==> config.mk <==
export PLATFORM = sky130hd
export DESIGN_NAME = spn_round_engine
export DESIGN_NICKNAME = d
export VERILOG_FILES = /design/src/rtl/spn_round_engine.sv
export SDC_FILE = /design/constraint.sdc
export NUM_CORES = 1
export LEC_CHECK = 0
export ABC_CLOCK_PERIOD_IN_PS = 2400
export CORE_UTILIZATION = 50
export CTS_CLUSTER_DIAMETER = 50
export DETAILED_ROUTE_END_ITERATION = 6
export GPL_ROUTABILITY_DRIVEN = 1
export PLACE_DENSITY_LB_ADDON = 0.12
export SKIP_CTS_REPAIR_TIMING = 1
export SLEW_MARGIN = 40
export SYNTH_ARGS = -nofsm -noshare
export SYNTH_HDL_FRONTEND = slang
export SYNTH_SLANG_ARGS = --single-unit
==> constraint.sdc <==
create_clock -name clk -period 2.4 [get_ports clk]
set_clock_uncertainty 0.15 [all_clocks]
set_input_delay 0.48 -clock clk [delete_from_list [all_inputs] [get_ports clk]]
set_output_delay 0.48 -clock clk [all_outputs]
set_load 0.02 [all_outputs]
==> src/rtl/spn_round_engine.sv <==
// rtl/spn_round_engine.sv - iterative SPN block cipher core, one round per clock
// Optional decrypt datapath is built when SPN_DECRYPT_EN is defined.
module spn_round_engine #(
    parameter int DATA_W = 16,
    parameter int ROUNDS = 3
) (
    input  logic              clk,
    input  logic              rst,
    input  logic              in_valid,
    output logic              in_ready,
    input  logic [DATA_W-1:0] in_data,
    input  logic [DATA_W-1:0] in_key,
    input  logic              in_decrypt,
    output logic              out_valid,
    input  logic              out_ready,
    output logic [DATA_W-1:0] out_data,
    output logic              busy
);
    localparam int NIB     = DATA_W / 4;
    localparam int CW      = $clog2(ROUNDS + 1);
    localparam int SH_LAST = (4 * ROUNDS) % DATA_W;
    localparam int SH_PEN  = (4 * (ROUNDS - 1)) % DATA_W;
    localparam logic [CW-1:0] LAST_RND = CW'(ROUNDS - 1);

    localparam logic [1:0] S_IDLE = 2'd0;
    localparam logic [1:0] S_RUN  = 2'd1;
    localparam logic [1:0] S_DONE = 2'd2;

    // Nibble i of the table is S(i).
    localparam logic [63:0] SBOX_TBL = 64'hA59B_178F_60DC_243E;

    logic [1:0]        state;
    logic [CW-1:0]     rnd;
    logic [DATA_W-1:0] blk;
    logic [DATA_W-1:0] rk;
    logic [DATA_W-1:0] kf;
    logic [DATA_W-1:0] enc_next;
    logic [DATA_W-1:0] nxt;
    logic [DATA_W-1:0] rk_load;
    logic [DATA_W-1:0] rk_step;
    logic              last;

    function automatic logic [DATA_W-1:0] rotl_c(input logic [DATA_W-1:0] k, input int sh);
        logic [2*DATA_W-1:0] d;
        d = {k, k} << sh;
        return d[2*DATA_W-1:DATA_W];
    endfunction

    function automatic logic [DATA_W-1:0] rotl4(input logic [DATA_W-1:0] k);
        return {k[DATA_W-5:0], k[DATA_W-1:DATA_W-4]};
    endfunction

    function automatic logic [DATA_W-1:0] sub_layer(input logic [DATA_W-1:0] s);
        logic [DATA_W-1:0] o;
        o = '0;
        for (int n = 0; n < NIB; n++)
            o[4*n +: 4] = SBOX_TBL[{s[4*n +: 4], 2'b00} +: 4];
        return o;
    endfunction

    function automatic logic [DATA_W-1:0] perm(input logic [DATA_W-1:0] s);
        logic [DATA_W-1:0] o;
        o = '0;
        for (int n = 0; n < NIB; n++)
            for (int j = 0; j < 4; j++)
                o[j*NIB + n] = s[4*n + j];
        return o;
    endfunction

    assign last      = (rnd == LAST_RND);
    assign in_ready  = (state == S_IDLE) && !rst;
    assign out_valid = (state == S_DONE);
    assign busy      = (state == S_RUN) || (state == S_DONE);
    assign out_data  = blk;

    always_comb begin
        enc_next = sub_layer(blk ^ rk);
        if (last)
            enc_next = enc_next ^ kf;
        else
            enc_next = perm(enc_next);
    end

`ifdef SPN_DECRYPT_EN
    localparam logic [63:0] SINV_TBL = 64'h8054_CFD9_A7E2_13B6;

    logic              mode;
    logic [DATA_W-1:0] dec_pre;
    logic [DATA_W-1:0] dec_next;

    function automatic logic [DATA_W-1:0] rotr4(input logic [DATA_W-1:0] k);
        return {k[3:0], k[DATA_W-1:4]};
    endfunction

    function automatic logic [DATA_W-1:0] inv_sub_layer(input logic [DATA_W-1:0] s);
        logic [DATA_W-1:0] o;
        o = '0;
        for (int n = 0; n < NIB; n++)
            o[4*n +: 4] = SINV_TBL[{s[4*n +: 4], 2'b00} +: 4];
        return o;
    endfunction

    function automatic logic [DATA_W-1:0] perm_inv(input logic [DATA_W-1:0] s);
        logic [DATA_W-1:0] o;
        o = '0;
        for (int n = 0; n < NIB; n++)
            for (int j = 0; j < 4; j++)
                o[4*n + j] = s[j*NIB + n];
        return o;
    endfunction

    // Decrypt walks the round keys backwards starting from K_(ROUNDS-1).
    always_comb begin
        dec_pre  = (rnd == '0) ? (blk ^ kf) : perm_inv(blk);
        dec_next = inv_sub_layer(dec_pre) ^ rk;
        nxt      = mode ? dec_next : enc_next;
        rk_step  = mode ? rotr4(rk) : rotl4(rk);
        rk_load  = in_decrypt ? rotl_c(in_key, SH_PEN) : in_key;
    end

    always_ff @(posedge clk) begin
        if (rst)
            mode <= 1'b0;
        else if (state == S_IDLE && in_valid)
            mode <= in_decrypt;
    end
`else
    logic unused_decrypt;
    assign unused_decrypt = in_decrypt;

    always_comb begin
        nxt     = enc_next;
        rk_step = rotl4(rk);
        rk_load = in_key;
    end
`endif

    always_ff @(posedge clk) begin
        if (rst) begin
            state <= S_IDLE;
            rnd   <= '0;
            blk   <= '0;
            rk    <= '0;
            kf    <= '0;
        end else begin
            case (state)
                S_IDLE: begin
                    if (in_valid) begin
                        blk   <= in_data;
                        rk    <= rk_load;
                        kf    <= rotl_c(in_key, SH_LAST);
                        rnd   <= '0;
                        state <= S_RUN;
                    end
                end
                S_RUN: begin
                    blk <= nxt;
                    rk  <= rk_step;
                    rnd <= rnd + 1'b1;
                    if (last)
                        state <= S_DONE;
                end
                S_DONE: begin
                    if (out_ready)
                        state <= S_IDLE;
                end
                default: state <= S_IDLE;
            endcase
        end
    end
endmodule
# Yosys cells after proc, flatten, opt, wreduce, memory -nomap -nowiden
# Index checks and enable logic that the tools add are counted.
# W data, S select, Z words.
[word_totals]
input_bits = 37
word_cells = 37
reg_bits = 52
[classes]
n_eq_ne = 6
n_shift = 4
reduce_logical = 8
bitwise_logic = 2
add_sub_neg = 1
n_mux = 11
[op_table]
columns = ["cell", "count"]
rows = [
  ["$shiftx A64 B7 Y4 const A", 4],
  ["$pmux W16 S2", 2],
  ["$mux W16", 3],
  ["$xor A16 B16 Y16", 2],
  ["$mux W2", 4],
  ["$pmux W2 S3", 1],
  ["$eq A2 B2 Y1 const B", 2],
  ["$ne A2 B2 Y1 const B", 2],
  ["$pmux W2 S2", 1],
  ["$reduce_and A2 Y1", 2],
  ["$reduce_and A3 Y1", 1],
  ["$add A2 B1 Y2 const B", 1],
  ["$eq A2 B1 Y1 const B", 1],
  ["$logic_not A2 Y1", 1],
  ["$ne A2 B1 Y1 const B", 1],
  ["$reduce_bool A2 Y1", 1],
  ["$logic_and A1 B1 Y1", 1],
  ["$logic_not A1 Y1", 1],
  ["$logic_or A1 B1 Y1", 1],
]

# Depth between registers and ports, before layout
# Gate-level depths: netlist of the first run.
[logic_depth]
depth_word = 5
depth_mapped = 8
ltp_nobuf = 7

# Worst setup path before layout of the first run
# Ideal clock, no wire load.
[synth_path]
kind = "register to register"
startpoint = "register blk[0] (netlist: out_data[0])"
endpoint = "register blk[4] (netlist: out_data[4])"
stages_incl_launch_ff = 8
path_slack_ns = 0.291
arrival_time_ns = 1.835
path_cell_list = "dfxtp_1 > xor2_1 > inv_1 > ha_1 > nor2b_1 > a221o_1 > a21oi_1 > a31oi_1"
[synth_between]
elab_chain_cells = 4
[synth_rtl]
columns = ["item", "line", "rtl"]
rows = [
  ["from (decl)", "34", "logic [DATA_W-1:0] blk;"],
  ["from (signal assigned)", "149", "blk <= in_data;"],
  ["from (signal assigned)", "157", "blk <= nxt;"],
  ["$xor A16 B16 Y16", "77", "enc_next = sub_layer(blk ^ rk);"],
  ["$shiftx A64 B7 Y4", "57", "o[4*n +: 4] = SBOX_TBL[{s[4*n +: 4], 2'b00} +: 4];"],
  ["$mux W16", "78", "if (last)"],
  ["$pmux W16 S2", "146", "case (state)"],
]
# Every way passes these cells.
# A chain may end at the register's enable or synchronous reset.

# Worst setup path in the final report of the first run
[layout_path]
startpoint = "register state[0]"
endpoint = "output busy"
[layout_between]
elab_chain_cells = 2
[layout_rtl]
columns = ["item", "line", "rtl"]
rows = [
  ["from (decl)", "32", "logic [1:0] state;"],
  ["from (signal assigned)", "140", "state <= S_IDLE;"],
  ["from (signal assigned)", "153", "state <= S_RUN;"],
  ["from (signal assigned)", "161", "state <= S_DONE;"],
  ["$eq A2 B1 Y1 or $eq A2 B2 Y1 (tied branches)", "73", "assign busy = (state == S_RUN) || (state == S_DONE);"],
  ["$logic_or A1 B1 Y1 (*)", "73", ""],
  ["to (decl)", "17", "output logic busy"],
]
# Every way passes the cells marked *; elsewhere a longest branch is shown, timed or not.

==> results of run 1 <==
-- layout make-up --
cell class,instances,area (sq um)
clock buffer,5,68.82
clock inverter,3,33.78
fill,524,2021
inverter,17,63.81
multi-input combinational,307,2038
sequential,52,1041
tap,75,93.84
timing repair buffer,75,700.7
-- kinds of logic (layout without fill, tap and decap cells) --
family          Yosys count  in the layout  synth area share [%]
compound gates          120            120                 23.44
simple gates            117            117                 16.00
flops                    52             52                 32.40
buf+inv                  35            100                 4.166
mux                      29             29                 9.073
xor+xnor                 27             27                 9.463
fa+ha+maj                14             14                 5.452
-- power by group --
part           switching [mW]  total, mW  internal [mW]
Sequential              0.364       1.52           1.15
Clock                   0.344      0.564          0.220
Combinational            2.27       4.01           1.74
-- synthesized netlist by cell type (5+ instances only) --
cell,number
a211oi_1,18
a21oi_1,44
clkbuf_1,12
dfxtp_1,52
ha_1,14
inv_1,14
mux2i_1,28
nand2_1,44
nand2b_1,5
nor2_1,43
nor3_1,7
o21ai_0,23
o22ai_1,6
xnor2_1,10
xor2_1,11
-- per-layer routing --
layer | track usage (%) | vias to the layer above | part of all wire (%) | wire length [um]
met5 | 0 | - | 0 | 0
met4 | 9.123 | 0 | 1.7 | 155
met3 | 4.176 | 13 | 4.9 | 441
met2 | 45.62 | 90 | 48 | 4292
met1 | 38.67 | 1417 | 46 | 4146
li1 | - | 1529 | - | -
-- worst max-delay path, stage by stage, from the launching register on --
cell and delay (ps):
dfxtp_1 390, inv_1 100, ha_1 280, clkdlybuf4s50_1 590
-- worst paths after layout --
check         startpoint           to  depth (start not counted)
max reg2reg  out_data[8]  out_data[9]                          7
min                kf[0]        kf[0]                          2
min reg2reg        kf[0]        kf[0]                          2
max             state[0]         busy                          3
-- state kept, by name, summed over array words and instances, names as in the netlist --
name and cells:
kf 16, out_data 16, rk 16, rnd 2, state 2
==> results_dict.tcl, run 1 <==
set metrics [dict create \
    first_global_vias 2806 \
    die_area_sq_um 6751 \
    drc 0 \
    areaGrowthSynthToFinish_pct 25.74 \
    clock-root-buffer "clkbuf_8" \
    clockBufferDepth 2 \
    synth_area_sq_um 3213 \
    status "finished, final reports clean" \
    syn-num-nets 445 \
    antenna_found_initial 0 \
    grt-ovfl-total 0 \
    rows 28 \
    htree_levels 2 \
    antenna_left 0 \
    path_clk_slew_ps 110 \
    peakVddDrop_mv 0.7649 \
    maxCapViolCount 0 \
    drt_first_pass_iters 4 \
    layout_common_cells "clkdlybuf4s50_1 (53), dfxtp_1 (52), nand2_1 (44), a21oi_1 (44), nor2_1 (43)" \
    layout-drive-gt1-share_pct 9.150 \
    fin_area_sq_um 4040 \
    ios 56 \
    max_freq_mhz 431.3 \
    async_flop_share_pct 0 \
    cts_made_buffers 5 \
    rsz0062_at_grt "false" \
    final_util_pct 66.66 \
    viasPerCell 5.710 \
    maxSlewViolCount 0 \
    synthDistinctLibCells 53 \
    criticalPathCategory "reg -> out" \
    place_congestion 0.8598 \
    synth_area_leaders "dfxtp_1 (32%), mux2i_1 (8.7%), a21oi_1 (6.9%)" \
    setup_violations 0 \
    pre_cts_ws_ps 106.2 \
    drt_iter0_markers 209 \
    via_count 3049 \
    clk_latency_ps 330 \
    avgSynthCellArea_sq_um 8.155 \
    cts_tree "done" \
    yosysTopAreaCell "dfxtp_1" \
    core_sq_um 6061 \
    grt_max_degree 46 \
    grt_pass1_wl_um 14160 \
    placed_cells 524 \
    crit_fanout 4 \
    die_h_um 82.17 \
    cp-end-kind "output pin" \
    ys.flop_type "dfxtp_1" \
    dpl.hpwl_um 6874 \
    clock-sinks 52 \
    start_util_pct 53.01 \
    powerDensity_nw_per_um2 1507 \
    cp.required_ps 1770 \
    finalWirelength_um 9034 \
    fin_cells 534 \
    routedWlPerCell_um 16.92 \
    synthCells 394 \
    synth_top_area_share_pct 32.40 \
    power_leakage_nw 1.599 \
    arrival_ps 1690 \
    worstMarginPinSlew_ps 580.9 \
    period_share_pct 96.60 \
    layout_commonest_cell "clkdlybuf4s50_1" \
    fin_nets 509 \
    crit_path_start_kind "register" \
    dpl_cell_area_sq_um 3920 \
    fin_tns_setup_ps 0 \
    min_path_type "reg -> reg" \
    relSlewSlack_pct 61.00 \
    io_buffers 54 \
    power.total_mw 6.090 \
    grtUsageTotal_pct 28.29 \
    fin_ws_ps 81.51 \
    die_w_um 82.17 \
    timing.hold.ws_ps 318.2 \
    synth_warnings 0 \
    diodes 0 \
    r2r_slack_ps 150 \
    min_period_ps 2318 \
    ys_seq_elements 52 \
    synth-edff-count 0 \
    yosysSeqAreaShare_pct 32.40 \
    finalHoldViolCount 0 \
]
Note: power is estimated with default switching activity, not from simulation.
==> run 2, diff against run 1 <==
--- a/config.mk
+++ b/config.mk
@@ -6,8 +6,8 @@
 export NUM_CORES = 1
 export LEC_CHECK = 0
 export ABC_CLOCK_PERIOD_IN_PS = 2400
-export CORE_UTILIZATION = 50
-export CTS_CLUSTER_DIAMETER = 50
+export CORE_UTILIZATION = 25
+export CTS_CLUSTER_DIAMETER = 30
 export DETAILED_ROUTE_END_ITERATION = 6
 export GPL_ROUTABILITY_DRIVEN = 1
 export PLACE_DENSITY_LB_ADDON = 0.12
==> results_dict.tcl, run 2 (synthesis results as in run 1) <==
set metrics [dict create \
    via_count 3049 \
    crit_path_start_kind "register" \
    cp_num_buf_inv 2 \
    finalHoldViolCount 0 \
    power_leakage_nw 1.667 \
    fin_nets 516 \
    maxCapViolCount 0 \
    drc 0 \
    swShare_pct 46.99 \
    worst_path_largest_cell_delay_ps 590 \
    fin_tns_setup_ps 0 \
    core_sq_um 12570 \
    die_area_sq_um 13310 \
    path_cells "inv_1 -> ha_1 -> clkdlybuf4s50_1" \
    powerDensity_nw_per_um2 1518 \
    arrival_ps 1640 \
    max_freq_mhz 440.5 \
    cp-end-kind "output pin" \
    seqCellArea_sq_um 1041 \
    timing.hold.ws_ps 313.2 \
    pre_cts_ws_ps 102.2 \
    routedWlPerCell_um 16.91 \
    cts_tree "done" \
    cp.required_ps 1770 \
    areaGrowthSynthToFinish_pct 33.29 \
    pwr-share-seq_pct 23.0 \
    clock-root-buffer "clkbuf_16" \
    drt_iter0_markers 104 \
    clock-sinks 52 \
    internal-power_mw 3.447 \
    start_util_pct 25.56 \
    multi_input_area_sq_um 2038 \
    fillers 1317 \
    crit_fanout 4 \
    maxSlewViolCount 0 \
    criticalPathCategory "reg -> out" \
    grt_max_degree 36 \
    die_h_um 115.4 \
    antenna_found_initial 0 \
    path_clk_slew_ps 70 \
    dpl.hpwl_um 8283 \
    combPwrFrac_pct 64.4 \
    cts_made_buffers 5 \
    layout_common_cells "clkdlybuf4s50_1 (52), dfxtp_1 (52), nand2_1 (44), a21oi_1 (44), nor2_1 (43)" \
    io_buffers 54 \
    min_period_ps 2270 \
    drt_first_pass_iters 5 \
    power_switching_mw 3.055 \
    worstMarginPinSlew_ps 581.3 \
    min_path_type "reg -> reg" \
    finalWirelength_um 10790 \
    layout-drive-gt1-share_pct 10.52 \
    diodes 0 \
    grt-ovfl-total 0 \
    viasPerCell 4.779 \
    path_delay_family "buffers and inverters" \
    place_congestion 0.7870 \
    antenna_left 0 \
    first_global_vias 2876 \
    rsz0062_at_grt "false" \
    relSlewSlack_pct 60.97 \
    clk_latency_ps 290 \
    htree_levels 2 \
    slowest_stage "clkdlybuf4s50_1" \
    period_share_pct 94.60 \
    rows 41 \
    clockBufferDepth 2 \
    ios 56 \
    fin_ws_ps 129.7 \
    grtUsageTotal_pct 16.66 \
    die_w_um 115.4 \
    p_clk_share_pct 12.6 \
    status "finished, final reports clean" \
    peakVddDrop_mv 0.4526 \
    grt_pass1_wl_um 16540 \
    setup_violations 0 \
]
==> run 2: per-layer routing <==
| layer | global-route usage (%) | wire (um) | up-vias |
|---|---|---|---|
| li1 | - | - | 1551 |
| met1 | 23.11 | 5281 | 1430 |
| met2 | 26.83 | 4971 | 62 |
| met3 | 1.950 | 417 | 6 |
| met4 | 5.281 | 119 | 0 |
| met5 | 0 | 0 | - |
==> run 2: area by class of cell <==
class	instances	area share, %
Clock inverter	2	0.8180
Timing Repair Buffer	82	17.76
Tap cell	172	5.025
Multi-Input combinational cell	307	47.59
Sequential cell	52	24.31
Clock buffer	6	3.009
Inverter	17	1.490
==> run 2: path summary, 6_finish.rpt <==
| kind | startpoint | cells after the start | end | slack (ps) |
|---|---|---|---|---|
| setup / recovery | state[0] | 3 | busy | 130 |
| hold / removal | kf[10] | 2 | kf[10] | 310 |
| setup reg to reg | state[0] | 9 | out_data[2] | 220 |
| hold reg to reg | kf[10] | 2 | kf[10] | 310 |
==> run 2: worst min-delay path: cells and delay by family, from the launching register on <==
kind             cells  cell delay (ps)
AO/OA/AOI/OAI        1               50
flip-flops           1              320
AND/OR/NAND/NOR      1               50
==> run 2: metrics by stage <==
step	utilization [%]	cells	total power, mW	area, sq um
after floorplan	-	394	4.230	3213
final	34.08	638	6.502	4283
after global routing	34.08	638	7.026	4283
after global placement	32.75	630	5.684	4116
after CTS	34.06	638	6.566	4280
after detailed placement	32.75	630	5.718	4116
==> run 2: power by group through the flow <==
stage | sequential (mW) | combinational [mW] | clock, mW
final | 1.49 | 4.19 | 0.822
after floorplan | 1.56 | 2.66 | 0
after global routing | 1.54 | 4.61 | 0.877
after global placement | 1.52 | 4.16 | 0
after CTS | 1.50 | 4.22 | 0.845
after detailed placement | 1.52 | 4.20 | 0
==> run 3, diff against run 2 <==
--- a/config.mk
+++ b/config.mk
@@ -10,7 +10,7 @@
 export CTS_CLUSTER_DIAMETER = 30
 export DETAILED_ROUTE_END_ITERATION = 6
 export GPL_ROUTABILITY_DRIVEN = 1
-export PLACE_DENSITY_LB_ADDON = 0.12
+export PLACE_DENSITY = 0.53
 export SKIP_CTS_REPAIR_TIMING = 1
 export SLEW_MARGIN = 40
 export SYNTH_ARGS = -nofsm -noshare
==> results_dict.tcl, run 3 (synthesis results as in run 1) <==
set metrics [dict create \
    die_area_sq_um 13310 \
    finalWirelength_um 10280 \
    htree_levels 2 \
    maxSlewViolCount 0 \
    relSlewSlack_pct 61.10 \
    clock-root-buffer "clkbuf_16" \
    dpl_cell_area_sq_um 4111 \
    via_count 3070 \
    path_clk_slew_ps 60 \
    power.total_mw 6.415 \
    rows 41 \
    place_congestion 0.8487 \
    setup_violations 0 \
    pre_cts_ws_ps -58.18 \
    die_h_um 115.4 \
    core_sq_um 12570 \
    drc 0 \
    criticalPathCategory "reg -> out" \
    dpl.hpwl_um 7885 \
    path_cells "inv_1 -> ha_1 -> clkdlybuf4s50_1" \
    finalHoldViolCount 0 \
    grt_max_degree 39 \
    cp-end-kind "output pin" \
    max_freq_mhz 443.0 \
    fin_tns_setup_ps 0 \
    grt_pass1_wl_um 16240 \
    ios 56 \
    drt_iter0_markers 238 \
    die_w_um 115.4 \
    grtUsageTotal_pct 16.16 \
    period_share_pct 94.05 \
    crit_path_start_kind "register" \
    layout-drive-gt1-share_pct 9.740 \
    r2r_slack_ps 150 \
    cp_num_buf_inv 2 \
    cp.required_ps 1770 \
    fin_area_sq_um 4269 \
    antenna_found_initial 0 \
    clk_latency_ps 290 \
    cts_made_buffers 5 \
    fillers 1295 \
    antenna_left 0 \
    clock-sinks 52 \
    powerDensity_nw_per_um2 1503 \
    fin_nets 513 \
    first_global_vias 3081 \
    maxCapViolCount 0 \
    worstMarginPinSlew_ps 577.3 \
    slowest_stage "clkdlybuf4s50_1" \
    rsz0062_at_grt "false" \
    min_period_ps 2257 \
    start_util_pct 25.56 \
    layout_common_cells "clkdlybuf4s50_1 (52), dfxtp_1 (52), nand2_1 (44), a21oi_1 (44), nor2_1 (43)" \
    path_delay_family "buffers and inverters" \
    fin_ws_ps 142.8 \
    diodes 0 \
    status "finished, final reports clean" \
    peakVddDrop_mv 0.4609 \
    viasPerCell 4.842 \
    cts_tree "done" \
    grt-ovfl-total 0 \
    worst_path_largest_cell_delay_ps 600 \
    min_path_type "reg -> reg" \
    areaGrowthSynthToFinish_pct 32.87 \
    clockBufferDepth 2 \
    io_buffers 54 \
    routedWlPerCell_um 16.21 \
    crit_fanout 4 \
    timing.hold.ws_ps 308.9 \
    drt_first_pass_iters 4 \
    arrival_ps 1630 \
    power_leakage_nw 1.658 \
]
## run 3: metrics by stage
step / instances / utilization [%]
2_1_floorplan: 394 / -
3_3_place_gp: 627 / 32.71
3_5_place_dp: 627 / 32.71
4_1_cts: 634 / 33.93
5_1_grt: 634 / 33.97
6_report: 634 / 33.97
## run 3: layer usage
metal | routed length (um) | vias up | GRT usage, %
li1 | - | 1534 | -
met4 | 151 | 0 | 4.589
met1 | 4639 | 1459 | 20.48
met5 | 0 | - | 0
met3 | 528 | 11 | 2.583
met2 | 4956 | 66 | 28.14
## run 3: report_power, final
group / leakage [nW] / internal [mW] / switching, mW / total, mW
Clock: 0.0760 / 0.438 / 0.306 / 0.744
Sequential: 0.429 / 1.15 / 0.350 / 1.50
Combinational: 1.15 / 1.80 / 2.37 / 4.17
## run 3: worst min-delay path: cells and delay by family, from the launching register on
family	cells	cell delay, ps
AND/OR/NAND/NOR	1	50
flip-flops	1	310
AO/OA/AOI/OAI	1	50
## run 3: final cells by class
class	count	area, sq um	area share [%]
Multi-Input combinational cell	307	2038	47.74
Sequential cell	52	1041	24.38
Timing Repair Buffer	79	758.2	17.76
Tap cell	172	215.2	5.041
Clock buffer	7	152.6	3.576
Inverter	17	63.81	1.495
## run 3: final timing paths
check        startpoint           to  depth (start not counted)
min reg2reg      kf[10]       kf[10]                          2
max reg2reg       rk[8]  out_data[9]                          7
min              kf[10]       kf[10]                          2
max            state[0]         busy                          3
